[src/rtl/sync_fifo_ctrl.sv]
// Single-clock FIFO pointer controller: gates requests against full/empty, drives
// dual-port RAM enables/addresses, and exports occupancy, level flags and Gray pointers.
module sync_fifo_ctrl #(
  parameter int unsigned ADDR_WIDTH = 4,
  parameter int unsigned AF_LEVEL   = 12,
  parameter int unsigned AE_LEVEL   = 2
) (
  input  logic                  clk,
  input  logic                  rst,
  input  logic                  wr_req,
  input  logic                  rd_req,
  output logic                  wr_en,
  output logic [ADDR_WIDTH-1:0] wr_addr,
  output logic                  rd_en,
  output logic [ADDR_WIDTH-1:0] rd_addr,
  output logic                  rd_valid,
  output logic                  full,
  output logic                  empty,
  output logic                  almost_full,
  output logic                  almost_empty,
  output logic [ADDR_WIDTH:0]   count,
  output logic                  overflow,
  output logic                  underflow,
  output logic [ADDR_WIDTH:0]   wr_gray,
  output logic [ADDR_WIDTH:0]   rd_gray
);

  localparam int unsigned PW = ADDR_WIDTH + 1;

  logic [PW-1:0] wr_bin_q, wr_bin_d;
  logic [PW-1:0] rd_bin_q, rd_bin_d;
  logic [PW-1:0] wr_gray_q, wr_gray_d;
  logic [PW-1:0] rd_gray_q, rd_gray_d;
  logic          rd_valid_q, rd_valid_d;
  logic          overflow_q, overflow_d;
  logic          underflow_q, underflow_d;

  function automatic logic [PW-1:0] bin2gray(input logic [PW-1:0] b);
    return b ^ (b >> 1);
  endfunction

  // Status is decoded straight from the registered pointers; the MSB disambiguates full/empty.
  always_comb begin
    empty        = (wr_bin_q == rd_bin_q);
    full         = (wr_bin_q[PW-1] != rd_bin_q[PW-1]) &&
                   (wr_bin_q[PW-2:0] == rd_bin_q[PW-2:0]);
    count        = wr_bin_q - rd_bin_q;
    almost_full  = (count >= PW'(AF_LEVEL));
    almost_empty = (count <= PW'(AE_LEVEL));
    wr_en        = wr_req & ~full;
    rd_en        = rd_req & ~empty;
    wr_addr      = wr_bin_q[PW-2:0];
    rd_addr      = rd_bin_q[PW-2:0];
  end

  // Next-state: Gray is encoded from the next binary value so it never lags the pointer.
  always_comb begin
    wr_bin_d    = wr_bin_q + PW'(wr_en);
    rd_bin_d    = rd_bin_q + PW'(rd_en);
    wr_gray_d   = bin2gray(wr_bin_d);
    rd_gray_d   = bin2gray(rd_bin_d);
    rd_valid_d  = rd_en;
    overflow_d  = wr_req & full;
    underflow_d = rd_req & empty;
  end

  always_ff @(posedge clk) begin
    if (rst) begin
      wr_bin_q    <= '0;
      rd_bin_q    <= '0;
      wr_gray_q   <= '0;
      rd_gray_q   <= '0;
      rd_valid_q  <= 1'b0;
      overflow_q  <= 1'b0;
      underflow_q <= 1'b0;
    end else begin
      wr_bin_q    <= wr_bin_d;
      rd_bin_q    <= rd_bin_d;
      wr_gray_q   <= wr_gray_d;
      rd_gray_q   <= rd_gray_d;
      rd_valid_q  <= rd_valid_d;
      overflow_q  <= overflow_d;
      underflow_q <= underflow_d;
    end
  end

  assign rd_valid  = rd_valid_q;
  assign overflow  = overflow_q;
  assign underflow = underflow_q;
  assign wr_gray   = wr_gray_q;
  assign rd_gray   = rd_gray_q;

endmodule

[config.mk]
export PLATFORM = sky130hd
export DESIGN_NAME = sync_fifo_ctrl
export DESIGN_NICKNAME = d
export VERILOG_FILES = /design/src/rtl/sync_fifo_ctrl.sv
export SDC_FILE = /design/constraint.sdc
export NUM_CORES = 1
export LEC_CHECK = 0
export BUFFER_PORTS_ARGS = -buffer_cell sky130_fd_sc_hd__buf_2
export CORE_UTILIZATION = 35
export DETAILED_ROUTE_END_ITERATION = 7
export PLACE_DENSITY = 0.66
export REMOVE_ABC_BUFFERS = 1
export SYNTH_ARGS = -nofsm -noshare
export SYNTH_HDL_FRONTEND = slang
export SYNTH_SLANG_ARGS = --single-unit
[constraint.sdc]
create_clock -name clk -period 3.1 [get_ports clk]
set_clock_uncertainty 0.1 [all_clocks]
set_input_delay 0.62 -clock clk [delete_from_list [all_inputs] [get_ports clk]]
set_output_delay 0.62 -clock clk [all_outputs]
set_load 0.03 [all_outputs]
== Yosys cells after proc, flatten, opt, wreduce, memory -nomap -nowiden ==
Index checks and enable logic that the tools add are counted.

* Add/subtract/negate cells: 3
* $lt $le $gt $ge: 2
* Equal/unequal tests: 3
* Bitwise gates (word level): 8
* Reduce and logical (&&, ||, !) cells: 1

{| class="wikitable"
|+ Operators with widths
! operator !! number
|-
| adder 5 x 1 -> 5 bit || 2
|-
| XOR 5 x 4 -> 5 bit || 2
|-
| == test 5 bit || 1
|-
| >= comparator 5 x 4 -> 1 bit, second input constant || 1
|-
| less-or-equal comparator 5 x 2 -> 1 bit, second input constant || 1
|-
| subtractor 5 bit || 1
|-
| AND 1 bit || 4
|-
| == test 4 bit || 1
|-
| NOT 1 bit || 2
|-
| logical AND 1 bit || 1
|-
| != test 1 bit || 1
|}

* Flip-flop bits (word level): 23
* Bits of input ports: 4
* Output and inout bits: 32
* Word-level logic and storage cells: 24

== Depth between registers and ports, before layout ==
Gate-level depths: netlist of run 1.

* Depth after elaboration: 6
* Depth in mapped cells: 11
* Mapped depth without buffers: 11

== Worst setup path before layout of run 1 ==
OpenSTA, ideal clock, no wires.

* Path kind: register -> output
* From: reg wr_bin_q[0]
* To: out almost_empty
* Arrival: 2.665 ns
* Required time: 2.380 ns
* Setup slack: -0.285 ns
* Cell stages (with the launch flop): 8
* Buffers on the path: 0
* Cells stage by stage: dfxtp_1 > inv_1 > ha_1 > fa_1 > or2b_1 > a21oi_1 > xnor2_1 > a2111oi_2

* Word-level cells in the longest chain between the ends: 2

{| class="wikitable"
|+ Ends and longest elaborated chain
! item !! line !! text
|-
| from (decl) || 30 || <nowiki>logic [PW-1:0] wr_bin_q, wr_bin_d;</nowiki>
|-
| from (signal assigned) || 77 || <nowiki>wr_bin_q <= wr_bin_d;</nowiki>
|-
| subtractor 5 bit || 47 || <nowiki>count = wr_bin_q - rd_bin_q;</nowiki>
|-
| via count[4] || 21 || <nowiki>output logic [ADDR_WIDTH:0] count,</nowiki>
|-
| less-or-equal comparator 5 x 2 -> 1 bit || 49 || <nowiki>almost_empty = (count <= PW'(AE_LEVEL));</nowiki>
|-
| to (decl) || 20 || <nowiki>output logic almost_empty,</nowiki>
|}

The timed path passes the listed nets, and every way through them passes these cells.

== Worst setup path in the final report of run 1 ==
* From: reg wr_bin_q[0]
* To: out almost_empty

* Word-level cells in the longest chain between the ends: 2

{| class="wikitable"
|+ Ends and longest elaborated chain
! item !! line
|-
| subtractor 5 bit || 47
|-
| less-or-equal comparator 5 x 2 -> 1 bit || 49
|}

Every way passes these cells.

==> out/qor.yml, run 1 <==
power_and_ir_drop:
  p_leak_uw: 0.000664
  power.density_nw_per_um2: 620
  max-vdd-ir-drop_mv: 0.477
route:
  viasPerCell: 4.75
  wl_per_cell_um: 10.9
  route.detailed.drc: 0
  drtPass1Iterations: 3
  drt_iter0_markers: 2
  dr_total_vias: 870
  antenna_left: 0
  totalWireLength_mm: 2.00
clocking:
  cts_buffer_depth: 2
  clkSinkCount: 21
  root_buffer: "clkbuf_4"
  insertion_delay_ns: 0.30
  cts_tree: "done"
  clkTransAtPathRegs_ns: 0.11
  cts_hold_buf: 0
  numCtsBuffers: 3
  htree_levels: 1
global_route:
  first_global_vias: 798
  grt_overflow: 0
  grt_max_degree: 23
  antenna_found_initial: 0
  grt_use_total_pct: 13.6
  grt_pass1_wl_mm: 3.38
setup_path:
  critPathLaunch: "wr_bin_q[0]"
  cp_max_fo: 3
  slowest_delay_ns: 0.35
  cpLargestDelayFamily: "adder cells"
  crit_path_cell_trace: "inv_1, ha_1, fa_2, or2b_1, a21oi_2, xnor2_1, a2111oi_2, buf_4"
  cp_data_required_time_ns: 2.38
  cp.depth: 8
  path_buf_inv: 2
  cp-start-kind: "flop"
  criticalPathCategory: "reg -> out"
  arrival_ns: 2.25
  slowest_stage: "fa_2"
  r2r_cells: 11
  end_kind: "primary output"
  r2r-end: "rd_gray[3]"
  worstSetupEndpoint: "almost_empty"
  r2r-start: "rd_bin_q[3]"
  ff2ff_setup_slack_ns: 0.37
run_status:
  run_status: "completed"
synthesis:
  yosys-top-cells-area: "dfxtp_1 40%, ha_1 9.6%, xnor2_1 8.4%, xor2_1 6.7%, nor2b_1 5.4%"
  synth_top_cell_by_area: "dfxtp_1"
  synth_cells: 113
  yosysSeqAreaShare_pct: 40.2
  synthDominantCellAreaShare_pct: 40.2
  syn_avg_cell_area_um2: 9.25
  synth-seq-cells: 21
  synth_edf_count: 0
  synth.distinct_cells: 25
  yosysWarningCount: 0
  netlist_area_um2: 1040
  ys.flop_type: "dfxtp_1"
  async_reset_ff_share_pct: 0
flow_run:
  cap_violations: 0
sta:
  rsz0062_at_grt: "true"
  fmax_ghz: 0.337
  slew_headroom_pct: 73.9
  holdWs_ns: 0.495
  finalSetupViolCount: 0
  finalHoldViolCount: 0
  maxSlewViolCount: 0
  layout_setup_ws_ns: 0.135
  fin_crit_sh_pct: 95.7
  post-route-min-period_ns: 2.97
  tightest_slew_ns: 0.392
placed_design:
  place.gp.congestion: 0.736
  hpwlAfterDp_mm: 1.65
  place_ws_ns: 0.272
  port_buffers: 35
floorplanning:
  die_w_um: 56.6
  io-pin-count: 36
  num_rows: 19
  start_util_pct: 37.6
  core_um2: 2780
  die_height_um: 56.6
  dieArea_um2: 3210
worst_hold_path:
  hold_path.class: "in -> reg"
cells_and_area:
  diodes: 0
  fin_nets: 166
  area_growth_syn_to_layout_pct: 24.8
  drive_gt1_share_pct: 30.3
## report_power, final
part           switching (uW)  total (uW)  internal, uW
clock                    76.3         126          50.1
sequential               11.6         304           292
combinational             249         378           128
## kinds of logic after synthesis
| kind of cell | share of synthesized area [%] |
|---|---|
| buffers and inverters | 3.95 |
| adders and majority gates | 11.5 |
| DFF | 40.2 |
| muxes | 1.08 |
| and+or+nand+nor | 21.0 |
| AOI/OAI and AO/OA | 7.18 |
| xor gates and xnor gates | 15.1 |
## timing repair
action,4_1_cts,5_1_grt
buffers inserted,0,1
pin swaps,1,2
gates cloned,0,0
resized for setup,1,4
endpoints found under the setup margin,1,1
## registers in the layout, indices dropped and copies added (netlist names)
name and flops:
overflow 1, underflow 1, rd_gray 4, wr_bin_q 5, wr_gray 4, rd_bin_q 5, rd_valid 1
## metal layers
layer	vias up	share of wire, %	GRT usage, %
met5	-	0	0
met4	0	1.6	7.32
met3	4	5.5	3.69
met2	21	49	22.7
met1	397	44	15.7
li1	448	-	-
## stage by stage
step | cells | power (uW) | area, um^2 | utilization [%] | setup TNS, ns
after floorplan | 111 | 582 | 1040 | - | -0.832
after global placement | 178 | 671 | 1260 | 45.3 | 0
after detailed placement | 178 | 677 | 1260 | 45.3 | 0
after CTS | 182 | 812 | 1290 | 46.3 | 0
after global routing | 183 | 857 | 1300 | 46.9 | -0.00404
final | 183 | 808 | 1300 | 46.9 | 0
## worst min path at each step
stage | start | end | slack (ns) | cells after the start
floorplan | rst | rd_bin_q[0] | 0.59 | 1
global route | wr_req | overflow | 0.48 | 2
finish | wr_req | overflow | 0.50 | 2
global placement | rd_bin_q[3] | rd_bin_q[4] | 0.50 | 3
CTS | wr_req | overflow | 0.48 | 2
detailed placement | wr_bin_q[2] | wr_gray[2] | 0.52 | 3
## worst reg2reg max path: cells and delay by family, from the launching register on
kind | cells | cell delay [ns]
adder cells (fa/ha/maj) | 3 | 0.87
buffers and inverters | 1 | 0.12
AND/OR/NAND/NOR | 4 | 0.65
flip-flops | 1 | 0.41
AO/OA/AOI/OAI | 3 | 0.47
## placed cells by master (no fill, tap or decap), types with 4 or more instances in the layout
cell      n
buf_2    34
nand3_1   4
xnor2_1  10
nor2_1   14
nor2b_1   9
ha_1      8
a21oi_1   6
xor2_1    8
dfxtp_1  19
inv_1     9
## synth_stat cells, drive strengths merged (2+ instances only)
library cell,instances
ha,8
nor2b,9
a21o,2
inv,9
xor2,8
xnor2,10
nand3,4
nor3b,2
o21ai,2
nor4b,2
buf,2
nor2,14
nor3,2
nand2,2
dfxtp,21
a21oi,7
## cell type report
cell class                 instances  area (um^2)
fill                             286         1480
multi-input combinational         81          589
sequential                        21          423
timing repair buffer              37          193
tap                               31         38.8
inverter                           9         33.8
clock buffer                       4         26.3
No activity file was read; power rests on OpenSTA's default activity.
==> run 2: changes to the inputs <==
==> constraint.sdc (replaced) <==
create_clock -name clk -period 3.1 [get_ports clk]
set_clock_uncertainty 0.1 [all_clocks]
set_input_delay 0.465 -clock clk [delete_from_list [all_inputs] [get_ports clk]]
set_output_delay 0.465 -clock clk [all_outputs]
set_load 0.03 [all_outputs]
==> run 2 against run 1 <==
Die area unchanged; critical path type unchanged; sequential power about the same; critical endpoint unchanged; largest cell class unchanged; via count down 2.3%; flip-flop and latch count unchanged; first-iteration DRC count rose to 8.0 times the previous value; setup slack better by 0.086 ns.
==> out/qor.yml, run 2 (same netlist as run 1, synthesis figures left out) <==
run_status:
  run_status: "completed"
clocking:
  numCtsBuffers: 3
  root_buffer: "clkbuf_4"
  cts_buffer_depth: 2
  cts_hold_buf: 0
  post_cts_buffers: 0
  cts_resized: 0
  clkSinkCount: 21
  insertion_delay_ns: 0.30
  htree_levels: 1
  cts_tree: "done"
  clkTransAtPathRegs_ns: 0.12
setup_path:
  arrival_ns: 2.31
  r2r_cells: 11
  cp_data_required_time_ns: 2.53
  critPathLaunch: "wr_bin_q[0]"
  criticalPathCategory: "reg -> out"
  cp_max_fo: 3
  end_kind: "primary output"
  r2r-end: "wr_gray[3]"
  cp-start-kind: "flop"
  r2r-start: "rd_bin_q[3]"
  worstSetupEndpoint: "almost_empty"
  ff2ff_setup_slack_ns: 0.41
sta:
  fin_crit_sh_pct: 92.9
  fmax_ghz: 0.347
  rsz0062_at_grt: "false"
  layout_setup_ws_ns: 0.221
  maxSlewViolCount: 0
  finalSetupViolCount: 0
  tightest_slew_ns: 0.386
  finalHoldViolCount: 0
  post-route-min-period_ns: 2.88
  holdWs_ns: 0.344
  slew_headroom_pct: 74.3
floorplanning:
  core_um2: 2780
  die_w_um: 56.6
  dieArea_um2: 3210
  die_height_um: 56.6
  io-pin-count: 36
  start_util_pct: 37.6
  num_rows: 19
power_and_ir_drop:
  p_leak_uw: 0.000658
  max-vdd-ir-drop_mv: 0.578
  power.density_nw_per_um2: 624
  p_total_uw: 803
route:
  drt_iter0_markers: 16
  drtPass1Iterations: 4
  viasPerCell: 4.67
  dr_total_vias: 850
  totalWireLength_mm: 2.04
  wl_per_cell_um: 11.2
  antenna_left: 0
  route.detailed.drc: 0
worst_hold_path:
  hold_path.class: "in -> reg"
placed_design:
  place_ws_ns: 0.414
  place.detailed.instances: 178
  place.gp.congestion: 0.782
  hpwlAfterDp_mm: 1.62
  port_buffers: 35
cells_and_area:
  fillCellCount: 271
  area_growth_syn_to_layout_pct: 23.2
  top_regs: "rd_bin_q (5), wr_bin_q (5)"
  final_cells: 182
  final_common_cell: "buf_2"
  fin_nets: 165
  final_util_pct: 46.3
  diodes: 0
  drive_gt1_share_pct: 27.2
  mostFrequentLayoutCells: "34 x buf_2, 21 x dfxtp_1, 14 x nor2_1"
global_route:
  grt_max_degree: 23
  grt_overflow: 0
  grt_pass1_wl_mm: 3.52
  antenna_found_initial: 0
  grt_use_total_pct: 13.9
  first_global_vias: 805
flow_run:
  cap_violations: 0
-- run 2: cell types whose count changed in the layout (fill, tap and decap cells not counted), sizes merged --
cell / delta
buf: -1
-- run 2: routing by layer --
metal  vias to the layer above  track usage, %  routed length, um
met2                        25            21.5                924
met4                         0            5.23                 10
met3                         2            3.00                123
met5                         -               0                  0
met1                       376            18.8                983
li1                        447               -                  -
-- run 2: power by group --
group	leakage (uW)	switching [uW]	internal [uW]
Sequential	0.000171	11.9	292
Clock	0.0000150	78.6	50.0
Combinational	0.000472	249	122
-- run 2: per-stage QoR --
| stage | setup TNS (ns) | area [um^2] |
|---|---|---|
| after floorplan | -0.677 | 1040 |
| after global placement | 0 | 1260 |
| after detailed placement | 0 | 1260 |
| after CTS | 0 | 1280 |
| after global routing | 0 | 1290 |
| final | 0 | 1290 |
-- run 2: cell type report --
cell class / count / area [um^2] / area share [%]
clock buffer: 4 / 26.3 / 2.04
inverter: 9 / 33.8 / 2.62
multi-input combinational: 81 / 583 / 45.3
sequential: 21 / 420 / 32.7
tap: 31 / 38.8 / 3.01
timing repair buffer: 36 / 185 / 14.4
-- run 2: how the worst min path moves through the flow --
stage                     start     endpoint  cells after the start
floorplan                   rst  rd_bin_q[0]                      1
global placement    rd_bin_q[3]  rd_bin_q[4]                      3
detailed placement  rd_bin_q[3]  rd_bin_q[4]                      3
CTS                      wr_req     overflow                      2
global route             wr_req     overflow                      2
finish                   wr_req     overflow                      2
-- run 2: critical path, stage by stage (launching register included) --
cell,delay [ns]
dfxtp_1,0.37
inv_1,0.06
ha_1,0.22
fa_1,0.40
or2b_1,0.24
a21oi_1,0.15
xnor2_1,0.13
a2111oi_2,0.23
buf_4,0.22
